--- src/rtl/ahb_sram_slave.sv ---
// AHB-Lite responder to a synchronous single-port SRAM, with a one-entry posted-write buffer.
// Latency: zero wait states for reads and writes. A read returns data in its data phase; a write retires to the SRAM in a later cycle that has no read.
// Backpressure: HREADYOUT stays high except in the first cycle of an ERROR response (only when AHB_SRAM_SLAVE_ERR_EN is defined).
//
// Ports:
//   HCLK, HRESETn                         - bus clock, asynchronous active-low reset
//   HSEL/HADDR/HTRANS/HWRITE/HSIZE/HWDATA - AHB-Lite address and data phase inputs; HREADY is the bus-wide ready
//   HREADYOUT/HRDATA/HRESP                - responder outputs
//   SRAMCS/SRAMADDR/SRAMWEN/SRAMWDATA     - SRAM request; SRAMWEN is a per-byte write enable, all zero means read
//   SRAMRDATA                             - SRAM read data, valid one cycle after a read request
//
// Optional feature: AHB_SRAM_SLAVE_ERR_EN. When it is defined, misaligned transfers and transfers with
// HSIZE>2 get a two-cycle ERROR response. When it is undefined, low address bits are ignored and
// HSIZE>2 is treated as a word access.
module ahb_sram_slave #(
    parameter int AW = 12
) (
    input  logic          HCLK,
    input  logic          HRESETn,
    input  logic          HSEL,
    input  logic [31:0]   HADDR,
    input  logic [1:0]    HTRANS,
    input  logic          HWRITE,
    input  logic [2:0]    HSIZE,
    input  logic [31:0]   HWDATA,
    input  logic          HREADY,
    output logic          HREADYOUT,
    output logic [31:0]   HRDATA,
    output logic          HRESP,
    input  logic [31:0]   SRAMRDATA,
    output logic [AW-1:0] SRAMADDR,
    output logic [3:0]    SRAMWEN,
    output logic [31:0]   SRAMWDATA,
    output logic          SRAMCS
);

    // Posted write: the address and lanes are known in the address phase,
    // and the data is known in the following data phase.
    typedef struct packed {
        logic [AW-1:0] addr;
        logic [3:0]    lanes;
        logic [31:0]   data;
        logic          pend;
    } wbuf_t;

    wbuf_t         wbuf_q;
    logic          rd_dph_q;
    logic          wr_dph_q;
    logic [AW-1:0] rd_addr_q;

    logic          xfer_acc;
    logic          err_acc;
    logic          rd_acc;
    logic          wr_acc;
    logic          commit;
    logic          rd_hit;
    logic [AW-1:0] req_addr;
    logic [3:0]    req_lanes;

    // Bits above the SRAM window and the SEQ/NONSEQ distinction do not matter here.
    logic unused_bits;
    assign unused_bits = ^{HADDR[31:AW+2], HTRANS[0]};

    assign xfer_acc = HSEL & HREADY & HTRANS[1];
    assign req_addr = HADDR[AW+1:2];

    // Select byte lanes from the size and the low address bits. Ignoring the
    // address bits below the access size aligns the access down.
    always_comb begin
        req_lanes = 4'hF;
        case (HSIZE)
            3'd0:    req_lanes = 4'b0001 << HADDR[1:0];
            3'd1:    req_lanes = HADDR[1] ? 4'b1100 : 4'b0011;
            default: req_lanes = 4'hF;
        endcase
    end

`ifdef AHB_SRAM_SLAVE_ERR_EN
    typedef enum logic [1:0] {ST_OK, ST_ERR1, ST_ERR2} err_state_t;

    err_state_t state_q;
    err_state_t state_d;
    logic       misaligned;

    assign misaligned = (HSIZE > 3'd2)
                      || ((HSIZE == 3'd1) && HADDR[0])
                      || ((HSIZE == 3'd2) && (HADDR[1:0] != 2'b00));
    assign err_acc    = xfer_acc & misaligned;

    always_ff @(posedge HCLK or negedge HRESETn) begin
        if (!HRESETn) begin
            state_q <= ST_OK;
        end else begin
            state_q <= state_d;
        end
    end

    always_comb begin
        state_d   = state_q;
        HREADYOUT = 1'b1;
        HRESP     = 1'b0;
        case (state_q)
            ST_OK: begin
                state_d = err_acc ? ST_ERR1 : ST_OK;
            end
            ST_ERR1: begin
                HREADYOUT = 1'b0;
                HRESP     = 1'b1;
                state_d   = ST_ERR2;
            end
            ST_ERR2: begin
                HRESP   = 1'b1;
                // HREADY is high here, so a new transfer can start in this cycle.
                state_d = err_acc ? ST_ERR1 : ST_OK;
            end
            default: begin
                state_d = ST_OK;
            end
        endcase
    end
`else
    assign err_acc   = 1'b0;
    assign HREADYOUT = 1'b1;
    assign HRESP     = 1'b0;
`endif

    assign rd_acc = xfer_acc & ~HWRITE & ~err_acc;
    assign wr_acc = xfer_acc &  HWRITE & ~err_acc;

    // A read takes the SRAM port in its address phase, so the buffered write waits.
    // A new write always retires the previous entry in the same cycle, so one entry is enough.
    // An errored transfer makes no SRAM access, and any retire waits one cycle.
    assign commit = wbuf_q.pend & ~rd_acc & ~err_acc;

    always_comb begin
        SRAMCS    = 1'b0;
        SRAMWEN   = 4'h0;
        SRAMADDR  = wbuf_q.addr;
        SRAMWDATA = wbuf_q.data;
        if (rd_acc) begin
            SRAMCS   = 1'b1;
            SRAMADDR = req_addr;
        end else if (commit) begin
            SRAMCS    = 1'b1;
            SRAMWEN   = wbuf_q.lanes;
            // In the entry's own data phase the data is still on HWDATA.
            SRAMWDATA = wr_dph_q ? HWDATA : wbuf_q.data;
        end
    end

    always_ff @(posedge HCLK or negedge HRESETn) begin
        if (!HRESETn) begin
            rd_dph_q  <= 1'b0;
            wr_dph_q  <= 1'b0;
            rd_addr_q <= '0;
            wbuf_q    <= '0;
        end else begin
            rd_dph_q <= rd_acc;
            wr_dph_q <= wr_acc;
            if (rd_acc) begin
                rd_addr_q <= req_addr;
            end
            // If the entry already retired in this cycle, pend is clear and
            // the captured data is never used.
            if (wr_dph_q) begin
                wbuf_q.data <= HWDATA;
            end
            if (wr_acc) begin
                wbuf_q.addr  <= req_addr;
                wbuf_q.lanes <= req_lanes;
                wbuf_q.pend  <= 1'b1;
            end else if (commit) begin
                wbuf_q.pend <= 1'b0;
            end
        end
    end

    // Read-after-write merge. The buffer cannot change between a read's address
    // phase and its data phase: no retire happens during a read address phase, and
    // a new write cannot be accepted in the same cycle. Comparing in the data phase
    // is therefore safe.
    assign rd_hit = rd_dph_q & wbuf_q.pend & (wbuf_q.addr == rd_addr_q);

    always_comb begin
        HRDATA = SRAMRDATA;
        for (int i = 0; i < 4; i++) begin
            if (rd_hit && wbuf_q.lanes[i]) begin
                HRDATA[8*i +: 8] = wbuf_q.data[8*i +: 8];
            end
        end
    end

endmodule
--- config.mk ---
export PLATFORM = sky130hd
export DESIGN_NAME = ahb_sram_slave
export DESIGN_NICKNAME = d
export VERILOG_FILES = /design/src/rtl/ahb_sram_slave.sv
export SDC_FILE = /design/constraint.sdc
export NUM_CORES = 1
export LEC_CHECK = 0
export BUFFER_PORTS_ARGS = -buffer_cell sky130_fd_sc_hd__buf_2
export CAP_MARGIN = 20
export CORE_AREA = 5 5 95 97
export DETAILED_ROUTE_END_ITERATION = 16
export DIE_AREA = 0 0 100 102
export PLACE_DENSITY = 0.79
export SLEW_MARGIN = 10
export SYNTH_ARGS = -nofsm -noshare
export SYNTH_HDL_FRONTEND = slang
export SYNTH_SLANG_ARGS = --single-unit
--- constraint.sdc ---
create_clock -name HCLK -period 2.22 [get_ports HCLK]
set_input_delay 0.444 -clock HCLK [delete_from_list [all_inputs] [get_ports HCLK]]
set_output_delay 0.444 -clock HCLK [all_outputs]
set_load 0.005 [all_outputs]
* After elaboration in Yosys (flattened, before gate mapping) *
Cells that the tools add are included.

storage, ports and cells
  bits in registers = 63
  bits in latches = 0
  bits in writable memories = 0
  ROM bits = 0
  input bits = 106
  output and inout port bits = 83
  logic and storage cells = 41
  memories = 0

operators by class
  $add $sub $neg = 0
  multiply operators = 0
  div/mod/pow operators = 0
  order comparisons = 0
  equal/unequal tests = 2
  shifts and indexed selects = 1
  mux-type cells = 16
  bitwise logic cells = 9
  reduce and logical (&&, ||, !) cells = 6

operators by type and width
  cell                 count
  $mux 32              3
  $mux 8               4
  $eq 12x12->1         1
  $mux 12              1
  $mux 4               3
  $pmux 4 s2           1
  $and 1x1->1          7
  $logic_and 1x1->1    4
  $mux 1               4
  $shl 1x2->4 const A  1
  $eq 3x1->1 const B   1
  $logic_not 3->1      1
  $not 1->1            2
  $reduce_bool 2->1    1

* Depth between registers and ports, before layout *
Gate-level depths: netlist (run 1).

  word-level depth = 7
  depth in mapped cells = 6
  mapped depth without buffers = 5

* Worst setup path before layout (run 1) *
OpenSTA, ideal clock, no wires.

  kind = flip-flop to output port
  start point = reg rd_addr_q[5]
  end point = out HRDATA[0]
  data arrival time = 1.666 ns
  data required time = 1.776 ns
  setup slack = 0.110 ns
  cell stages (with the launch flop) = 5
  buffers on the path = 0
  cell sequence = dfrtp_1 > xor2_1 > nor4_4 > nand4_4 > mux2_2

between the ends
  word-level cells in the longest chain between the ends = 4

ends and longest elaborated chain
  item                      line  source
  start: declaration        49    logic [AW-1:0] rd_addr_q;
  start signal: assignment  161   rd_addr_q <= req_addr;
  $eq 12x12->1              182   assign rd_hit = rd_dph_q & wbuf_q.pend & (wbuf_q.addr == rd_addr_q);
  $and 1x1->1               182
  $logic_and 1x1->1         187   if (rd_hit && wbuf_q.lanes[i]) begin
  $mux 8                    187
  end: declaration          28    output logic [31:0] HRDATA,

No other way between the ends.

* Worst setup path after layout (run 1) *
  start point = reg wbuf_q[45] in the netlist's numbering
  end point = out HRDATA[20]

between the ends
  word-level cells in the longest chain between the ends = 4

ends and longest elaborated chain
  item                line  source
  start: declaration  46    wbuf_t wbuf_q;
  $eq 12x12->1        182
  $and 1x1->1         182
  $logic_and 1x1->1   187
  $mux 8              187

No other way between the ends.

==> qor.yml, run 1 <==
dieWidth_microns: 100
p_leak_nw: 2.573
io_pins: 189
synthMuxAreaShare_pct: 30.64
finalWeightedCongestion: 0.7735
drive_gt1_share_pct: 59.96
fin_worst_skew_ns: 0.007917
cap_violations: 0
status: "complete, but fails checks"
end_kind: "primary output"
grt_first_pass_wirelength_microns: 14510
rows: 33
min_period_ns: 2.544
vias_per_cell: 4.889
internal_power_mw: 2.410
nets: 608
final_area_sq_um: 4817
wirelength_microns: 9621
power_frac_seq_pct: 44.3
dp_slack_ns: 0.005689
drc: 0
antenna_found_initial: 0
async_flop_share_pct: 100.0
worst_pin_slew_ns: 0.5705
rsz0062_at_grt: "true"
route.vias.total: 2992
synth-seq-cells: 63
finalHoldViolCount: 0
pwr-share-comb_pct: 29.9
setup_viol: 32
die_area_sq_um: 10200
hpwl_microns: 7228
power.share.clock_pct: 25.8
synth_top_family_by_area: "multiplexers"
synth_compound_area_share_pct: 1.702
holdBufCountCts: 0
relSlewSlack_pct: 61.97
dpl-instance-area_sq_um: 4541
grtUsageTotal_pct: 18.19
synth_area_sq_um: 3528
slew_viol_final: 0
fin_crit_sh_pct: 114.6
antenna_left: 0
clk_pin_slew_ns: 0.07
clock-sinks: 63
grt_max_degree: 33
grt_pass1_vias: 3056
globalRouteOverflowTotal: 0
power_density_nw_per_um2: 730.7
yosysWarnings: 0
sw_frac_of_total_pct: 31.52
synth_fa_ha_area_share_pct: 0
crit_type: "flip-flop to primary output"
cts_tree: "done"
syn-num-nets: 432
dieHeight_microns: 102
avgSynthCellArea_sq_um: 10.82
violations: "negative setup slack"
cts_buffers: 9
drt_iter0_markers: 69
fmax_mhz: 393.1
avgRoutedWirePerCell_microns: 15.72
synth_xor_area_share_pct: 2.979
area_delta_synth_final_pct: 36.52
n_antenna_cell: 0
netlist_instances: 326
fin_ws_ns: -0.3238
ys_top_cells_by_area: "dfrtp_1 (45%), mux2_2 (31%), nand2_1 (11%)"
io_buffers: 167
synth_simple_gate_area_share_pct: 17.34
cts_root_buf: "clkbuf_8"
cts_buffer_depth: 2
htree_levels: 3
peakVddDrop_mv: 0.3537
synth_most_common_cell: "nand2_1"
reg2reg_slack_ns: 1.13
synth_common_cells: "nand2_1 (99), mux2_2 (96), dfrtp_1 (63)"
ys_seq_area_share_pct: 44.68
hold_class: "input pin to asynchronous set/reset pin"
synth_cell_type_count: 25
worst_setup_path_start_kind: "flip-flop"
first_pass_iters: 4
start_util_pct: 43.82
finalHoldWorstSlack_ns: 0.09441
p_sw_mw: 1.110
synth_edf_count: 0
cp_max_fo: 8
synth_area_leader_cell: "dfrtp_1"
core_area_sq_um: 8051
required_ns: 1.78
clock_latency_ns: 0.34
tns_ns: -9.308
ys.flop_type: "dfrtp_1"
arrival_ns: 2.10
synth_top_cell_area_share_pct: 44.68
power by group through the flow:
stage	Clock, mW	Combinational, mW	Sequential [mW]
floorplan	0	0.627	1.52
global placement	0	1.01	1.55
detailed placement	0	1.04	1.58
CTS	0.939	1.05	1.56
global route	1.00	1.16	1.59
finish	0.907	1.05	1.56
per-stage QoR:
| step | total power [mW] | instances | utilization [%] |
|---|---|---|---|
| 2_1_floorplan | 2.144 | 326 | - |
| 3_3_place_gp | 2.563 | 592 | 56.39 |
| 3_5_place_dp | 2.621 | 592 | 56.39 |
| 4_1_cts | 3.545 | 608 | 58.77 |
| 5_1_grt | 3.752 | 612 | 59.83 |
| 6_report | 3.520 | 612 | 59.83 |
registers in the layout, summed over array words and instances, names as in the netlist:
| signal | count |
|---|---|
| wr_dph_q | 1 |
| wbuf_q | 49 |
| rd_addr_q | 12 |
| rd_dph_q | 1 |
timing repair:
action,in CTS,in global routing
gates resized for setup,2,8
gates cloned,0,2
pin swaps,4,5
setup endpoints to repair,32,65
setup buffers,0,2
worst max-delay path, stage by stage, from the launching register on:
cell and delay (ns):
dfrtp_1 0.41, xor2_2 0.19, nor4_4 0.30, buf_6 0.18, nand4_4 0.19, mux2_4 0.37, buf_6 0.12
cell families after synthesis:
group / Yosys count
multiplexers: 96
XOR/XNOR: 12
AO/OA/AOI/OAI: 10
flip-flops: 63
AND/OR/NAND/NOR: 123
other: 2
buffers and inverters: 20
cell type report:
cell class,count,area (sq um)
Inverter,3,11.26
Tap cell,105,131.4
Multi-Input combinational cell,243,1881
Timing Repair Buffer,182,1031
Fill cell,709,3234
Clock buffer,11,151.4
Sequential cell,63,1579
Clock inverter,5,32.53
final timing paths:
path,endpoint,cells after the start,from
setup / recovery,HRDATA[20],6,wbuf_q[45]
hold / removal,rd_addr_q[4],1,HRESETn
setup reg to reg,wbuf_q[32],2,wr_dph_q
hold reg to reg,rd_addr_q[0],2,rd_addr_q[0]
max in group asynchronous,wbuf_q[19],2,HRESETn
min in group HCLK,wbuf_q[47],3,HADDR[12]
cell usage in the layout, fill, tap and decap left out:
cell        count
mux2_2         94
inv_1           3
dfrtp_1        61
a21oi_1         2
clkinv_2        2
a21boi_0        2
nand2b_1        2
nor3b_1         4
dfrtp_2         2
xor2_1         11
nand3_1         1
mux2_4          2
clkinvlp_4      3
o21ai_0         4
nand4_1         1
and2_1          1
buf_4           7
clkbuf_16       1
buf_12          3
nand2_1        99
buf_6           6
nand4_4         4
clkbuf_8       11
nor2_1          3
nor4_4          2
nor3_2          1
xor2_2          1
or2_1           1
buf_2         165
conb_1          2
a21o_1          2
and3_1          4
per-layer routing:
metal / vias to the layer above / track usage [%] / routed length, microns
li1: 1455 / - / -
met1: 1395 / 20.37 / 3585
met2: 124 / 32.48 / 4975
met3: 18 / 4.915 / 861
met4: 0 / 8.187 / 199
met5: - / 0 / 0
(Power assumes the default switching activity.)
==> run 2, diff against run 1 <==
--- a/config.mk
+++ b/config.mk
@@ -5,11 +5,11 @@
 export SDC_FILE = /design/constraint.sdc
 export NUM_CORES = 1
 export LEC_CHECK = 0
-export BUFFER_PORTS_ARGS = -buffer_cell sky130_fd_sc_hd__buf_2
+export BUFFER_PORTS_ARGS = -buffer_cell sky130_fd_sc_hd__buf_4
 export CAP_MARGIN = 20
-export CORE_AREA = 5 5 95 97
+export CORE_AREA = 5 5 81 113
 export DETAILED_ROUTE_END_ITERATION = 16
-export DIE_AREA = 0 0 100 102
+export DIE_AREA = 0 0 86 118
 export PLACE_DENSITY = 0.79
 export SLEW_MARGIN = 10
 export SYNTH_ARGS = -nofsm -noshare
==> qor.yml, run 2 (same netlist as run 1, synthesis figures left out) <==
status: "complete, but fails checks"
violations: "negative setup slack"
reg2reg_slack_ns: 1.11
internal_power_mw: 3.004
antenna_left: 0
drc: 0
clock_latency_ns: 0.32
p_sw_mw: 1.180
cap_violations: 0
first_pass_iters: 4
fin_cells: 612
end_kind: "primary output"
fin_ws_ns: -0.3080
drive_gt1_share_pct: 60.39
power.share.clock_pct: 33.3
power_mw: 4.184
clock-sinks: 63
holdBufCountCts: 0
slew_viol_final: 0
multiInputGateArea_sq_um: 1883
finalHoldViolCount: 0
place_inst: 592
die_area_sq_um: 10150
dieHeight_microns: 118
hold_class: "input pin to asynchronous set/reset pin"
start_util_pct: 43.82
cts_buffer_depth: 2
tns_ns: -9.339
htree_levels: 3
cts_buffers: 9
grt_max_degree: 64
core_area_sq_um: 8051
avgRoutedWirePerCell_microns: 16.24
pwr-share-comb_pct: 29.6
peakVddDrop_mv: 0.5627
hpwl_microns: 7505
worst_pin_slew_ns: 0.7913
drt_iter0_markers: 111
power_frac_seq_pct: 37.1
globalRouteOverflowTotal: 0
regMostFlops: "wbuf_q"
fillers: 639
required_ns: 1.78
layout_commonest_cell: "buf_4"
cts_root_buf: "clkbuf_16"
p_leak_nw: 2.771
clk_pin_slew_ns: 0.05
area_delta_synth_final_pct: 51.99
grtUsageTotal_pct: 19.16
worst_setup_path_start_kind: "flip-flop"
route.vias.total: 3093
wirelength_microns: 9939
seq_area_sq_um: 1578
sw_frac_of_total_pct: 28.21
reg.largest.list: "wbuf_q x49, rd_addr_q x12"
rsz0062_at_grt: "true"
setup_viol: 32
vias_per_cell: 5.054
antenna_found_initial: 0
largest_reg_flops: 49
io_pins: 189
cp_max_fo: 8
n_antenna_cell: 0
finalHoldWorstSlack_ns: 0.2141
relSlewSlack_pct: 47.24
fin_crit_sh_pct: 113.9
final_cell_mix: "buf_4 (178), nand2_1 (99), mux2_2 (95), dfrtp_1 (62), xor2_1 (11)"
finalWeightedCongestion: 0.7762
finish.utilization_pct: 66.60
fin_worst_skew_ns: 0.004583
power_density_nw_per_um2: 780.2
grt_pass1_vias: 3190
fmax_mhz: 395.6
nets: 611
rows: 39
dieWidth_microns: 86
crit_type: "flip-flop to primary output"
io_buffers: 167
cts_tree: "done"
arrival_ns: 2.08
min_period_ns: 2.528
grt_first_pass_wirelength_microns: 15550
==> run 2: cell types whose count changed in the layout (fill, tap and decap cells not counted), sizes merged <==
| cell | previous run | this run |
|---|---|---|
| buf | 181 | 184 |
| clkinv | 2 | 3 |
| clkinvlp | 3 | 2 |
| clkbuf | 12 | 11 |
| bufinv | 0 | 1 |
==> run 2: repair_timing <==
| item | 4_1_cts | 5_1_grt |
|---|---|---|
| cloned | 0 | 1 |
| resized for setup | 1 | 6 |
| setup endpoints to repair | 32 | 63 |
| pin swaps | 1 | 6 |
| buffers inserted | 0 | 3 |
==> run 2: power groups by stage <==
stage          clock [mW]  sequential, mW  combinational [mW]
4_1_cts              1.41            1.55                1.24
6_report             1.39            1.55                1.24
2_1_floorplan           0            1.52               0.627
5_1_grt              1.47            1.59                1.36
3_5_place_dp            0            1.57                1.22
3_3_place_gp            0            1.55                1.19
==> run 2: metal layers <==
layer  GRT usage [%]  vias up  routed length, microns
li1                -     1467                       -
met3           4.692       13                     739
met2           34.75      120                    5423
met1           21.62     1493                    3634
met5               0        -                       0
met4           5.743        0                     142
==> run 2: metrics by stage <==
stage / setup WS, ns / instance area (sq um)
global placement: 0.03317 / 4990
global route: -0.3834 / 5363
CTS: -0.3447 / 5293
detailed placement: -0.003524 / 4990
floorplan: 0.1095 / 3528
finish: -0.3080 / 5363
==> run 2: area by class of cell <==
cell class / instances / share of cell area [%]
Inverter: 3 / 0.2100
Timing Repair Buffer: 185 / 27.30
Clock inverter: 6 / 1.120
Tap cell: 102 / 2.380
Multi-Input combinational cell: 243 / 35.11
Sequential cell: 63 / 29.42
Clock buffer: 10 / 4.456
==> run 2: path summary, 6_finish.rpt <==
path / from / endpoint / cells after the start
setup / recovery: wbuf_q[47] / HRDATA[7] / 6
hold / removal: HRESETn / rd_addr_q[3] / 1
setup reg to reg: wr_dph_q / wbuf_q[11] / 2
hold reg to reg: rd_addr_q[3] / rd_addr_q[3] / 2
max in group asynchronous: HRESETn / wr_dph_q / 1
min in group HCLK: HADDR[8] / wbuf_q[43] / 3
==> run 2: critical path: stages, from the launching register on <==
cell and delay (ns):
dfrtp_1 0.40, xor2_2 0.20, nor4_4 0.30, buf_6 0.18
nand4_4 0.20, mux2_4 0.36, buf_6 0.12
